$ cat src/rtl/wdt_kick_pkg.sv
// wdt_kick_pkg: state encodings, timer sizing helper and default timing constants
// shared between wdt_kicker and the comp_reset bench.
package wdt_kick_pkg;

   typedef enum logic [2:0] {
      StIdle   = 3'd0,
      StStart  = 3'd1,
      StRun    = 3'd2,
      StStarve = 3'd3,
      StSrst   = 3'd4,
      StHold   = 3'd5
   } state_t;

   // Default timing for a 1 MHz clock
   localparam int unsigned DefClkDiv  = 1000;
   localparam int unsigned DefStartMs = 100;
   localparam int unsigned DefKickMs  = 500;
   localparam int unsigned DefHbMs    = 1000;
   localparam int unsigned DefSrstMs  = 400;

   // Supervisor limits: kick interval must stay below td, soft reset must exceed tp
   localparam int unsigned SupTdMs    = 1600;
   localparam int unsigned SupTpMaxMs = 280;

   // Bits needed to hold a millisecond count of 0..max_ms
   function automatic int unsigned tmr_width(input int unsigned max_ms);
      return (max_ms < 1) ? 1 : $clog2(max_ms + 1);
   endfunction

endpackage

$ cat src/rtl/wdt_kicker_ms_tick_gen.sv
// ms_tick_gen: free-running prescaler, one-cycle tick every CLK_DIV clocks.
module ms_tick_gen #(
   parameter int unsigned CLK_DIV = 1000
) (
   input  logic clk,
   input  logic rst_n,
   output logic tick
);

   localparam int unsigned CW = (CLK_DIV > 1) ? $clog2(CLK_DIV) : 1;
   localparam logic [CW-1:0] Last = CW'(CLK_DIV - 1);

   logic [CW-1:0] cnt;

   // Count 0..CLK_DIV-1 and wrap
   always_ff @(posedge clk or negedge rst_n) begin
      if (!rst_n) begin
         cnt <= '0;
      end else if (cnt == Last) begin
         cnt <= '0;
      end else begin
         cnt <= cnt + CW'(1);
      end
   end

   assign tick = (cnt == Last);

endmodule

$ cat src/rtl/wdt_kicker.sv
// wdt_kicker: feeds the supervisor watchdog while firmware heartbeats arrive and
// issues a timed soft-reset pulse on request.
// Optional macro WDT_KICK_LOCK_EN: once RUN is reached, kick_en=0 is ignored until rst_n.
module wdt_kicker
   import wdt_kick_pkg::*;
#(
   parameter int unsigned CLK_DIV  = DefClkDiv,
   parameter int unsigned START_MS = DefStartMs,
   parameter int unsigned KICK_MS  = DefKickMs,
   parameter int unsigned HB_MS    = DefHbMs,
   parameter int unsigned SRST_MS  = DefSrstMs
) (
   input  logic       clk,
   input  logic       rst_n,
   input  logic       kick_en,
   input  logic       hb,
   input  logic       soft_req,
   output logic       wdi_o,
   output logic       wdi_oe,
   output logic       srst_oe,
   output logic [2:0] state_o,
   output logic       starved
);

   localparam int unsigned Max1  = (START_MS > KICK_MS) ? START_MS : KICK_MS;
   localparam int unsigned Max2  = (HB_MS > SRST_MS) ? HB_MS : SRST_MS;
   localparam int unsigned MaxMs = (Max1 > Max2) ? Max1 : Max2;
   localparam int unsigned TW    = tmr_width(MaxMs);

   localparam logic [TW-1:0] StartLoad = TW'(START_MS);
   localparam logic [TW-1:0] KickLoad  = TW'(KICK_MS);
   localparam logic [TW-1:0] HbLoad    = TW'(HB_MS);
   localparam logic [TW-1:0] SrstLoad  = TW'(SRST_MS);
   localparam logic [TW-1:0] One       = TW'(1);

   state_t        state;
   logic [TW-1:0] ph_tmr;    // START delay and SRST pulse share this timer
   logic [TW-1:0] kick_tmr;
   logic [TW-1:0] hb_tmr;
   logic          tick;
   logic          ph_exp, kick_exp, hb_exp, kick_off, srst_ok;

   ms_tick_gen #(
      .CLK_DIV (CLK_DIV)
   ) u_tick (
      .clk   (clk),
      .rst_n (rst_n),
      .tick  (tick)
   );

   // A timer expires in the cycle it steps from 1 to 0
   assign ph_exp   = tick && (ph_tmr == One);
   assign kick_exp = tick && (kick_tmr == One);
   // A heartbeat in the expiry cycle reloads instead of starving
   assign hb_exp   = tick && (hb_tmr == One) && !hb;
   assign srst_ok  = (state != StSrst) && (state != StHold);

`ifdef WDT_KICK_LOCK_EN
   logic locked;
   assign kick_off = !kick_en && !locked;
`else
   assign kick_off = !kick_en;
`endif

   assign state_o = state;

   // FSM, timers and registered pin outputs
   always_ff @(posedge clk or negedge rst_n) begin
      if (!rst_n) begin
         state    <= StIdle;
         ph_tmr   <= '0;
         kick_tmr <= '0;
         hb_tmr   <= '0;
         wdi_o    <= 1'b0;
         wdi_oe   <= 1'b0;
         srst_oe  <= 1'b0;
         starved  <= 1'b0;
`ifdef WDT_KICK_LOCK_EN
         locked   <= 1'b0;
`endif
      end else begin
         // Background countdown; loads below override. Timers hold at 0.
         if (tick && ph_tmr != '0) ph_tmr <= ph_tmr - One;
         if (tick && kick_tmr != '0) kick_tmr <= kick_tmr - One;
         if (hb) begin
            hb_tmr <= HbLoad;
         end else if (tick && hb_tmr != '0) begin
            hb_tmr <= hb_tmr - One;
         end

         if (soft_req && srst_ok) begin
            state   <= StSrst;
            srst_oe <= 1'b1;
            wdi_oe  <= 1'b0;
            wdi_o   <= 1'b0;
            ph_tmr  <= SrstLoad;
         end else begin
            case (state)
               StIdle: begin
                  if (kick_en) begin
                     state  <= StStart;
                     ph_tmr <= StartLoad;
                  end
               end
               StStart: begin
                  if (kick_off) begin
                     state <= StIdle;
                  end else if (ph_exp) begin
                     state    <= StRun;
                     wdi_oe   <= 1'b1;
                     wdi_o    <= 1'b0;
                     kick_tmr <= KickLoad;
                     hb_tmr   <= HbLoad;
`ifdef WDT_KICK_LOCK_EN
                     locked   <= 1'b1;
`endif
                  end
               end
               StRun: begin
                  if (hb_exp) begin
                     state   <= StStarve;
                     starved <= 1'b1;
                     wdi_oe  <= 1'b0;
                     wdi_o   <= 1'b0;
                  end else if (kick_exp) begin
                     wdi_o    <= ~wdi_o;
                     kick_tmr <= KickLoad;
                  end else if (kick_off) begin
                     state  <= StIdle;
                     wdi_oe <= 1'b0;
                     wdi_o  <= 1'b0;
                  end
               end
               StSrst: begin
                  if (ph_exp) begin
                     state   <= StHold;
                     srst_oe <= 1'b0;
                  end
               end
               StStarve, StHold: begin
                  // Terminal until soft_req (STARVE) or rst_n
               end
               default: begin
                  state <= StIdle;
               end
            endcase
         end
      end
   end

endmodule
$ cat config.mk
export PLATFORM = sky130hd
export DESIGN_NAME = wdt_kicker
export DESIGN_NICKNAME = d
export VERILOG_FILES = /design/src/rtl/wdt_kick_pkg.sv /design/src/rtl/wdt_kicker_ms_tick_gen.sv /design/src/rtl/wdt_kicker.sv
export SDC_FILE = /design/constraint.sdc
export NUM_CORES = 1
export LEC_CHECK = 0
export BUFFER_PORTS_ARGS = -buffer_cell sky130_fd_sc_hd__buf_2
export CAP_MARGIN = 10
export CORE_MARGIN = 2
export CORE_UTILIZATION = 49
export DETAILED_ROUTE_END_ITERATION = 6
export PLACE_DENSITY = 0.7
export SYNTH_ARGS = -nofsm -noshare
export SYNTH_HDL_FRONTEND = slang
export SYNTH_SLANG_ARGS = --single-unit
$ cat constraint.sdc
create_clock -name clk -period 7.2 [get_ports clk]
set_input_delay 0.72 -clock clk [delete_from_list [all_inputs] [get_ports clk]]
set_output_delay 0.72 -clock clk [all_outputs]
set_load 0.02 [all_outputs]
Yosys cells after proc, flatten, opt, wreduce, memory -nomap -nowiden

Cells that the tools add are included.

Register bits: 47
Latch bits: 0
Memory bits (writable): 0
Memory bits (read-only): 0
Input port bits: 5
Output and inout bits: 7
Logic and storage cells: 100
Memories kept: 0

$add $sub $neg: 4
$mul: 0
Divide/modulo/power cells: 0
Order comparisons: 0
Equal/unequal tests: 20
Shifts and indexed selects: 0
Multiplexer cells: 42
Bitwise operators: 2
Reduce and logical (&&, ||, !) cells: 23

Operators with widths:

| operator                                                                | count |
|---|---|
| 10-bit 2-to-1 mux                                                       | 17 |
| 10-bit by 1-bit equality test with 1-bit output (second input constant) | 3 |
| 10-bit nonzero test                                                     | 3 |
| 10-bit by 1-bit subtractor with 10-bit output (second input constant)   | 3 |
| 3-bit 2-to-1 mux                                                        | 8 |
| 10-bit case mux with 2 select lines                                     | 1 |
| 3-bit inequality test (second input constant)                           | 6 |
| 3-bit case mux with 5 select lines                                      | 1 |
| 1-bit 2-to-1 mux                                                        | 13 |
| 4-bit inequality test (second input constant)                           | 3 |
| 10-bit by 1-bit adder with 10-bit output (second input constant)        | 1 |
| 10-bit equality test (second input constant)                            | 1 |
| 1-bit logical AND                                                       | 9 |
| 3-bit by 2-bit equality test with 1-bit output (second input constant)  | 2 |
| 3-bit equality test (second input constant)                             | 2 |
| 6-bit AND reduction                                                     | 1 |
| 5-bit inequality test (second input constant)                           | 1 |
| 5-bit AND reduction                                                     | 1 |
| 1-bit case mux with 2 select lines                                      | 2 |
| 4-bit AND reduction                                                     | 1 |
| 2-bit nonzero test                                                      | 2 |
| 3-bit by 1-bit equality test with 1-bit output (second input constant)  | 1 |
| 3-bit logical NOT                                                       | 1 |
| 3-bit AND reduction                                                     | 1 |
| 6 further kinds                                                         | 7 |

Longest topological paths before layout

Gate-level depths: netlist of run 1.

Depth after elaboration: 8
Gate-level depth with buffers: 8
Gate-level depth less buffers: 8

Cells and area by module

From an unflattened synthesis of run 1, not the netlist that was laid out.

Cell total of the unflattened synthesis: 277
Area total of the unflattened synthesis: 2,742.6 µm²

By module, submodules not included:

| module      | instances | cells each | area an instance (µm²) |
|---|---|---|---|
| wdt_kicker  | 1         | 234        | 2,259.7 |
| ms_tick_gen | 1         | 43         | 483.0 |

Worst setup path before layout of run 1

No wires, ideal clock.

Path kind: register -> register
Start: reg kick_tmr[4]
End: reg state[0], in the netlist state_o[0]
Arrival: 2.395 ns
Data required time: 7.075 ns
Path slack: 4.680 ns
Stages on the path, launching flop included: 7
Buffers on the path: 0
Clock period less this slack: 2.520 ns
Path through: dfrtp_1 > or4_4 > or4_4 > or4b_4 > a21oi_4 > a211oi_2 > mux2_4

Cells in the longest elaborated chain, start to end: 4

RTL lines:

| what                                            | RTL line          | RTL |
|---|---|---|
| start: declaration                              | wdt_kicker.sv:38  | `logic [TW-1:0] kick_tmr;` |
| start signal: assignment                        | wdt_kicker.sv:84  | `if (tick && kick_tmr != '0) kick_tmr <= kick_tmr - One;` |
| start signal: assignment                        | wdt_kicker.sv:112 | `kick_tmr <= KickLoad;` |
| start signal: assignment                        | wdt_kicker.sv:127 | `kick_tmr <= KickLoad;` |
| 10-bit by 1-bit equality test with 1-bit output | wdt_kicker.sv:53  | `assign kick_exp = tick && (kick_tmr == One);` |
| 1-bit logical AND                               | wdt_kicker.sv:53  |  |
| 4-bit inequality test (no line)                 | -                 |  |
| 6-bit AND reduction (no line)                   | -                 |  |
| end signal: assignment                          | wdt_kicker.sv:70  | `state <= StIdle;` |
| end signal: assignment                          | wdt_kicker.sv:92  | `state <= StSrst;` |
| end signal: assignment                          | wdt_kicker.sv:101 | `state <= StStart;` |
| end: declaration                                | wdt_kicker.sv:36  | `state_t state;` |

No other way between the ends.
A chain may end at the register's enable or synchronous reset.

Worst setup path after layout of run 1

Start: reg u_tick.cnt[0]
End: reg kick_tmr[7]

Cells in the longest elaborated chain, start to end: 7
Elaborated cells between the ends (all ways): 13
Classes of those cells: eq/ne: 1; mux: 7; reduce/logical: 5

RTL lines:

| what                                 | RTL line                             | RTL |
|---|---|---|
| start: declaration                   | wdt_kicker_ms_tick_gen.sv:13         | `logic [CW-1:0] cnt;` |
| start signal: assignment             | wdt_kicker_ms_tick_gen.sv:22         | `cnt <= cnt + CW'(1);` |
| 10-bit equality test (*)             | wdt_kicker_ms_tick_gen.sv:26         | `assign tick = (cnt == Last);` |
| 1-bit logical AND                    | wdt_kicker.sv:84                     |  |
| 10-bit 2-to-1 mux                    | wdt_kicker.sv:84                     |  |
| 10-bit 2-to-1 mux (on tied branches) | wdt_kicker.sv:125, wdt_kicker.sv:108 |  |
| 10-bit 2-to-1 mux (on tied branches) | wdt_kicker.sv:120, wdt_kicker.sv:106 |  |
| 10-bit case mux with 2 select lines  | wdt_kicker.sv:98                     | `case (state)` |
| 10-bit 2-to-1 mux (*)                | wdt_kicker.sv:91                     | `if (soft_req && srst_ok) begin` |

Mark *: on every way between the ends. The rest lies on a longest branch, timed or not.

==> impl_metrics.json, run 1 <==
{
  "synth-seq-cells": 47,
  "synth_top_area_share": 0.464,
  "wl_um": 4500,
  "cp_slowest_stage_delay_ns": 0.63,
  "critPathArrivalTime_ns": 2.80,
  "yosys_warnings": 0,
  "reg2reg_depth": 7,
  "fp.dieW_um": 76.0,
  "cpLargestDelayFamily": "simple AND/OR/NAND/NOR gates",
  "synth_edf_count": 0,
  "power.leakage_nw": 1.07,
  "cp.required_ns": 7.38,
  "pre_cts_ws_ns": 4.56,
  "hold-worst-slack_ns": 0.458,
  "vias": 1892,
  "hp-class": "flop to flop",
  "numCtsBuffers": 5,
  "drt-wirelength-per-cell_um": 12.7,
  "die-area_sq_mm": 0.00577,
  "row_count": 26,
  "postCtsSetupBuffers": 0,
  "cts_root_buffer": "clkbuf_8",
  "powerDensity_mw_per_mm2": 162,
  "rrSetupSlack_ns": 4.58,
  "die_h_um": 76.0,
  "r2r_start": "u_tick.cnt[0]$_DFF_PN0_",
  "slew_violations": 0,
  "critPathCaptureType": "flop",
  "route.detailed.drc": 0,
  "fin_crit_sh": 0.364,
  "antenna_cells": 0,
  "dp_hpwl_um": 3250,
  "vdd_drop_max_mv": 0.108,
  "path_clk_slew_ns": 0.08,
  "finalCriticalPeriod_ns": 2.62,
  "yosys_most_used_dff": "dfrtp_1",
  "timing.fmax_mhz": 382,
  "mostFrequentLayoutCells": "dfrtp_1, nor2_1, nand2_1",
  "rsz0062_at_grt": "no",
  "drt_first_pass_iters": 5,
  "antenna_found_initial": 0,
  "critPathSlowestCell": "or4_1",
  "synth.net_count": 284,
  "grt_max_degree": 48,
  "final_common_cell": "dfrtp_1",
  "synth-seq-area-share": 0.464,
  "h-tree-depth": 2,
  "tns_ns": 0,
  "slew_headroom": 0.313,
  "path_cells": "ha_1, nand3b_1, or4_1, a21o_1, or4b_2, xor2_1, nand2_1",
  "worst_slack_ns": 4.58,
  "synth_cells": 270,
  "post-route-util": 0.550,
  "start_util": 0.503,
  "core_sq_mm": 0.00504,
  "synth_cell_types": 39,
  "clk_path_buf_depth": 2,
  "drt_iter0_markers": 84,
  "drv_cap": 0,
  "clock_sinks": 47,
  "ant_nets": 0,
  "async_flop_share": 1.00,
  "netlist_area_sq_mm": 0.00254,
  "yosys-top-cells-area": "dfrtp_1, xnor2_1, nor2_1",
  "layout-drive-gt1-share": 0.105,
  "cts_hold_buf": 0,
  "cp.depth": 7,
  "worstSetupPathType": "flop to flop",
  "syn_to_final_growth_pct": 9.37,
  "yosys.area.top_type": "dfrtp_1",
  "syn-mean-instance-area_sq_um": 9.40,
  "clock_skew_ns": 0.00770,
  "nNetsFinal": 298,
  "grt_pass1_vias": 1813,
  "clk_latency_ns": 0.30,
  "setup.worst_path.end": "kick_tmr[7]$_DFF_PN0_",
  "gp_congestion": 0.767,
  "worstSetupStartpoint": "u_tick.cnt[0]$_DFF_PN0_",
  "setup_viol": 0,
  "worst_pin_slew_ns": 1.03,
  "r2r-end": "kick_tmr[7]$_DFF_PN0_",
  "report.final.hold_viol_count": 0,
  "viasPerCell": 5.33,
  "overflow": 0,
  "crit_buf_inv": 0,
  "io_pins": 12,
  "port_buffers": 11,
  "outcome": "finished, final reports clean",
  "grtUsageTotal": 0.173,
  "cts_resized": 0,
  "cts_tree": "built",
  "grt_pass1_wl_um": 8160,
  "crit_path_start_kind": "flop",
  "critPathMaxFanout": 7
}
-- synthesized netlist by cell type, types with 2 or more instances --
cell type	n
nor2b_1	3
o41ai_1	2
dfrtp_1	47
nor4_1	10
nand3_1	11
clkbuf_1	5
xnor2_1	21
a21oi_1	10
nand2b_1	6
ha_1	9
nand2_1	23
xor2_1	11
nor3_1	12
inv_1	13
a21o_1	3
and2_1	3
o31ai_1	2
or4_4	2
or4_1	3
o21ai_0	11
nand4_1	8
nor2_1	38
-- area by class of cell --
type,instances,area [sq um]
fill,468,2270
clock buffer,8,100
timing repair buffer,12,62.6
sequential,47,1180
inverter,13,48.8
multi-input combinational,205,1300
tap,70,87.6
-- power by group --
| group | switching, mW | internal [mW] | total [mW] |
|---|---|---|---|
| combinational | 0.00970 | 0.00272 | 0.0124 |
| clock | 0.0840 | 0.0877 | 0.172 |
| sequential | 0.000793 | 0.264 | 0.265 |
-- metrics by stage --
step / power (mW) / area, sq um / instances
2_1_floorplan: 0.275 / 2540 / 270
3_3_place_gp: 0.283 / 2680 / 347
3_5_place_dp: 0.283 / 2680 / 347
4_1_cts: 0.458 / 2780 / 355
5_1_grt: 0.467 / 2780 / 355
6_report: 0.449 / 2780 / 355
-- routing by layer --
metal,GRT usage,vias to the layer above,part of all wire
li1,-,963,-
met1,0.223,908,0.48
met2,0.289,14,0.48
met3,0.0298,7,0.021
met4,0.0709,0,0.019
met5,0,-,0
-- flip-flops by register name, indices dropped and copies added (netlist names) --
signal	flops
hb_tmr	10
kick_tmr	10
ph_tmr	10
u_tick.cnt	10
state_o	3
srst_oe	1
starved	1
wdi_o	1
wdi_oe	1
-- worst min path at each step --
| stage | from | end | slack [ns] | depth (start not counted) |
|---|---|---|---|---|
| after floorplan | rst_n | hb_tmr[0]$_DFF_PN0_ | 0.42 | 0 |
| after global placement | starved$_DFFE_PN0P_ | starved$_DFFE_PN0P_ | 0.44 | 1 |
| after detailed placement | starved$_DFFE_PN0P_ | starved$_DFFE_PN0P_ | 0.44 | 1 |
| after CTS | starved$_DFFE_PN0P_ | starved$_DFFE_PN0P_ | 0.46 | 1 |
| after global routing | starved$_DFFE_PN0P_ | starved$_DFFE_PN0P_ | 0.48 | 1 |
| final | starved$_DFFE_PN0P_ | starved$_DFFE_PN0P_ | 0.46 | 1 |
-- kinds of logic (layout without fill, tap and decap cells) --
kind of cell	after synthesis	after routing	share of synthesized area
xor+xnor	32	32	0.110
fa+ha+maj	9	9	0.0444
compound gates	37	37	0.0971
buf+inv	18	33	0.0266
simple gates	126	126	0.252
flops	47	47	0.464
mux	1	1	0.00592
Note: power is estimated with default switching activity, not from simulation.
==> run 2: changes to the inputs <==
Settings changed: PLACE_DENSITY 0.7 to 0.72.
Clock period 7.2 ns to 2.1 ns, I/O delays scaled along.
==> run 2 against run 1 <==
  * The run now ends with setup timing left
  * Register-to-register slack got worse by 5.0 ns
  * Sequential power rose to 3.4 times the previous value
  * Largest cell class unchanged
  * Global-route usage rose by 3.5 points
  * Cell area rose by 20%
  * Critical path type unchanged
  * Non-clock buffer count rose by 55
  * Core utilization rose by 11 points
  * Die area did not move
  * Clock-buffer cell count fell by 2
  * Worst hold slack got worse by 0.30 ns
  * Wire length rose by 27%
  * Fmax rose by 6.0%
  * Power rose to 3.4 times the previous value
==> impl_metrics.json, run 2 (synthesized netlist as in run 1, its figures left out) <==
{
  "worst_slack_ns": -0.374,
  "p_total_mw": 1.51,
  "worstSetupPathType": "flop to flop",
  "slew_violations": 0,
  "row_count": 26,
  "final_cell_area_sq_mm": 0.00333,
  "post-route-util": 0.661,
  "io_pins": 12,
  "vias": 2159,
  "cp_common_cell": "or4_4",
  "fin_crit_sh": 1.18,
  "grt_max_degree": 19,
  "cts_tree": "built",
  "drt-wirelength-per-cell_um": 13.9,
  "seq_area_sq_mm": 0.00118,
  "syn_to_final_growth_pct": 31.3,
  "power.leakage_nw": 1.37,
  "grtUsageTotal": 0.207,
  "tns_ns": -3.37,
  "nNetsFinal": 353,
  "vdd_drop_max_mv": 0.262,
  "start_util": 0.503,
  "setup_viol": 14,
  "cts_root_buffer": "clkbuf_8",
  "rsz0062_at_grt": "yes",
  "hold-worst-slack_ns": 0.163,
  "numCtsBuffers": 5,
  "die-area_sq_mm": 0.00577,
  "layout-drive-gt1-share": 0.327,
  "reg2reg_depth": 6,
  "antenna_cells": 0,
  "clock_skew_ns": 0.0102,
  "path_cells": "or4_4, or4_4, or4b_4, a21oi_4, a211oi_2, mux2_4",
  "die_h_um": 76.0,
  "fp.dieW_um": 76.0,
  "final_common_cell": "buf_4",
  "dp_hpwl_um": 3960,
  "timing.fmax_mhz": 404,
  "crit_path_start_kind": "flop",
  "grt_pass1_vias": 2203,
  "core_sq_mm": 0.00504,
  "viasPerCell": 5.28,
  "drt_first_pass_iters": 4,
  "finalCriticalPeriod_ns": 2.47,
  "critPathArrivalTime_ns": 2.67,
  "cp.required_ns": 2.30,
  "drt_iter0_markers": 97,
  "antenna_found_initial": 0,
  "place_area_sq_mm": 0.00301,
  "hold_depth": 3,
  "critPathCaptureType": "flop",
  "path_clk_slew_ns": 0.09,
  "hp-class": "primary input to flop",
  "gp_congestion": 0.790,
  "drv_cap": 0,
  "port_buffers": 11,
  "cp_slowest_stage_delay_ns": 0.54,
  "clk_latency_ns": 0.31,
  "powerDensity_mw_per_mm2": 455,
  "ant_nets": 0,
  "mostFrequentLayoutCells": "buf_4, dfrtp_1, nor2_1",
  "grt_pass1_wl_um": 9720,
  "slew_headroom": 0.710,
  "multi_input_area_sq_mm": 0.00145,
  "critPathSlowestCell": "or4_4",
  "fillers": 418,
  "wl_um": 5700,
  "overflow": 0,
  "worst_pin_slew_ns": 0.435,
  "clock_sinks": 47,
  "clk_path_buf_depth": 2,
  "critPathMaxFanout": 2,
  "route.detailed.drc": 0,
  "report.final.hold_viol_count": 0,
  "outcome": "finished with violations",
  "violations": "setup timing",
  "h-tree-depth": 2
}
[run 2: cell types whose count changed in the layout (fill, tap and decap cells not counted), sizes merged]
cell | before | now
clkbuf | 8 | 6
buf | 12 | 66
clkinv | 0 | 1
dlygate4sd3 | 0 | 1
[run 2: worst paths after layout]
kind	end	slack (ns)	startpoint
worst max-delay path	state_o[0]$_DFFE_PN0P_	-0.37	kick_tmr[4]$_DFF_PN0_
worst min-delay path	hb_tmr[3]$_DFF_PN0_	0.16	hb
worst max register to register	state_o[0]$_DFFE_PN0P_	-0.37	kick_tmr[4]$_DFF_PN0_
worst min register to register	starved$_DFFE_PN0P_	0.45	starved$_DFFE_PN0P_
max in group asynchronous	kick_tmr[1]$_DFF_PN0_	1.12	rst_n
min in group asynchronous	ph_tmr[9]$_DFF_PN0_	0.37	rst_n
[run 2: critical path: cells and delay by family (launching register included)]
family / cells / cell delay, ns
flip-flops: 1 / 0.39
AND/OR/NAND/NOR: 3 / 1.49
multiplexers: 1 / 0.30
AO/OA/AOI/OAI: 2 / 0.20
[run 2: through the flow]
stage | instances | setup slack, ns
floorplan | 270 | -0.387
global placement | 391 | -0.356
detailed placement | 391 | -0.384
CTS | 408 | -0.384
global route | 409 | -0.445
finish | 409 | -0.374
[run 2: layout make-up]
type	count	share of cell area
Clock buffer	6	0.0248
Clock inverter	1	0.00150
Multi-Input combinational cell	205	0.434
Timing Repair Buffer	67	0.146
Inverter	13	0.0146
Tap cell	70	0.0263
Sequential cell	47	0.353
[run 2: routing by layer]
layer	up-vias	GRT usage	part of all wire	routed length, um
li1	1075	-	-	-
met1	1039	0.260	0.45	2550
met2	36	0.368	0.51	2910
met3	9	0.0250	0.023	134
met4	0	0.0782	0.019	107
met5	-	0	0	0
[run 2: power by group]
group,internal (mW),total [mW],switching [mW]
logic,0.0152,0.0522,0.0369
clock network,0.259,0.554,0.295
registers,0.906,0.909,0.00298
[run 2: repair_timing]
item / in CTS / in global routing
hold buffers: 1 / 0
setup buffers: 8 / 1
endpoints found under the hold margin: 16 / 0
resized for setup: 16 / 20
endpoints found under the setup margin: 30 / 30
cloned: 1 / 0
pin swaps: 13 / 5
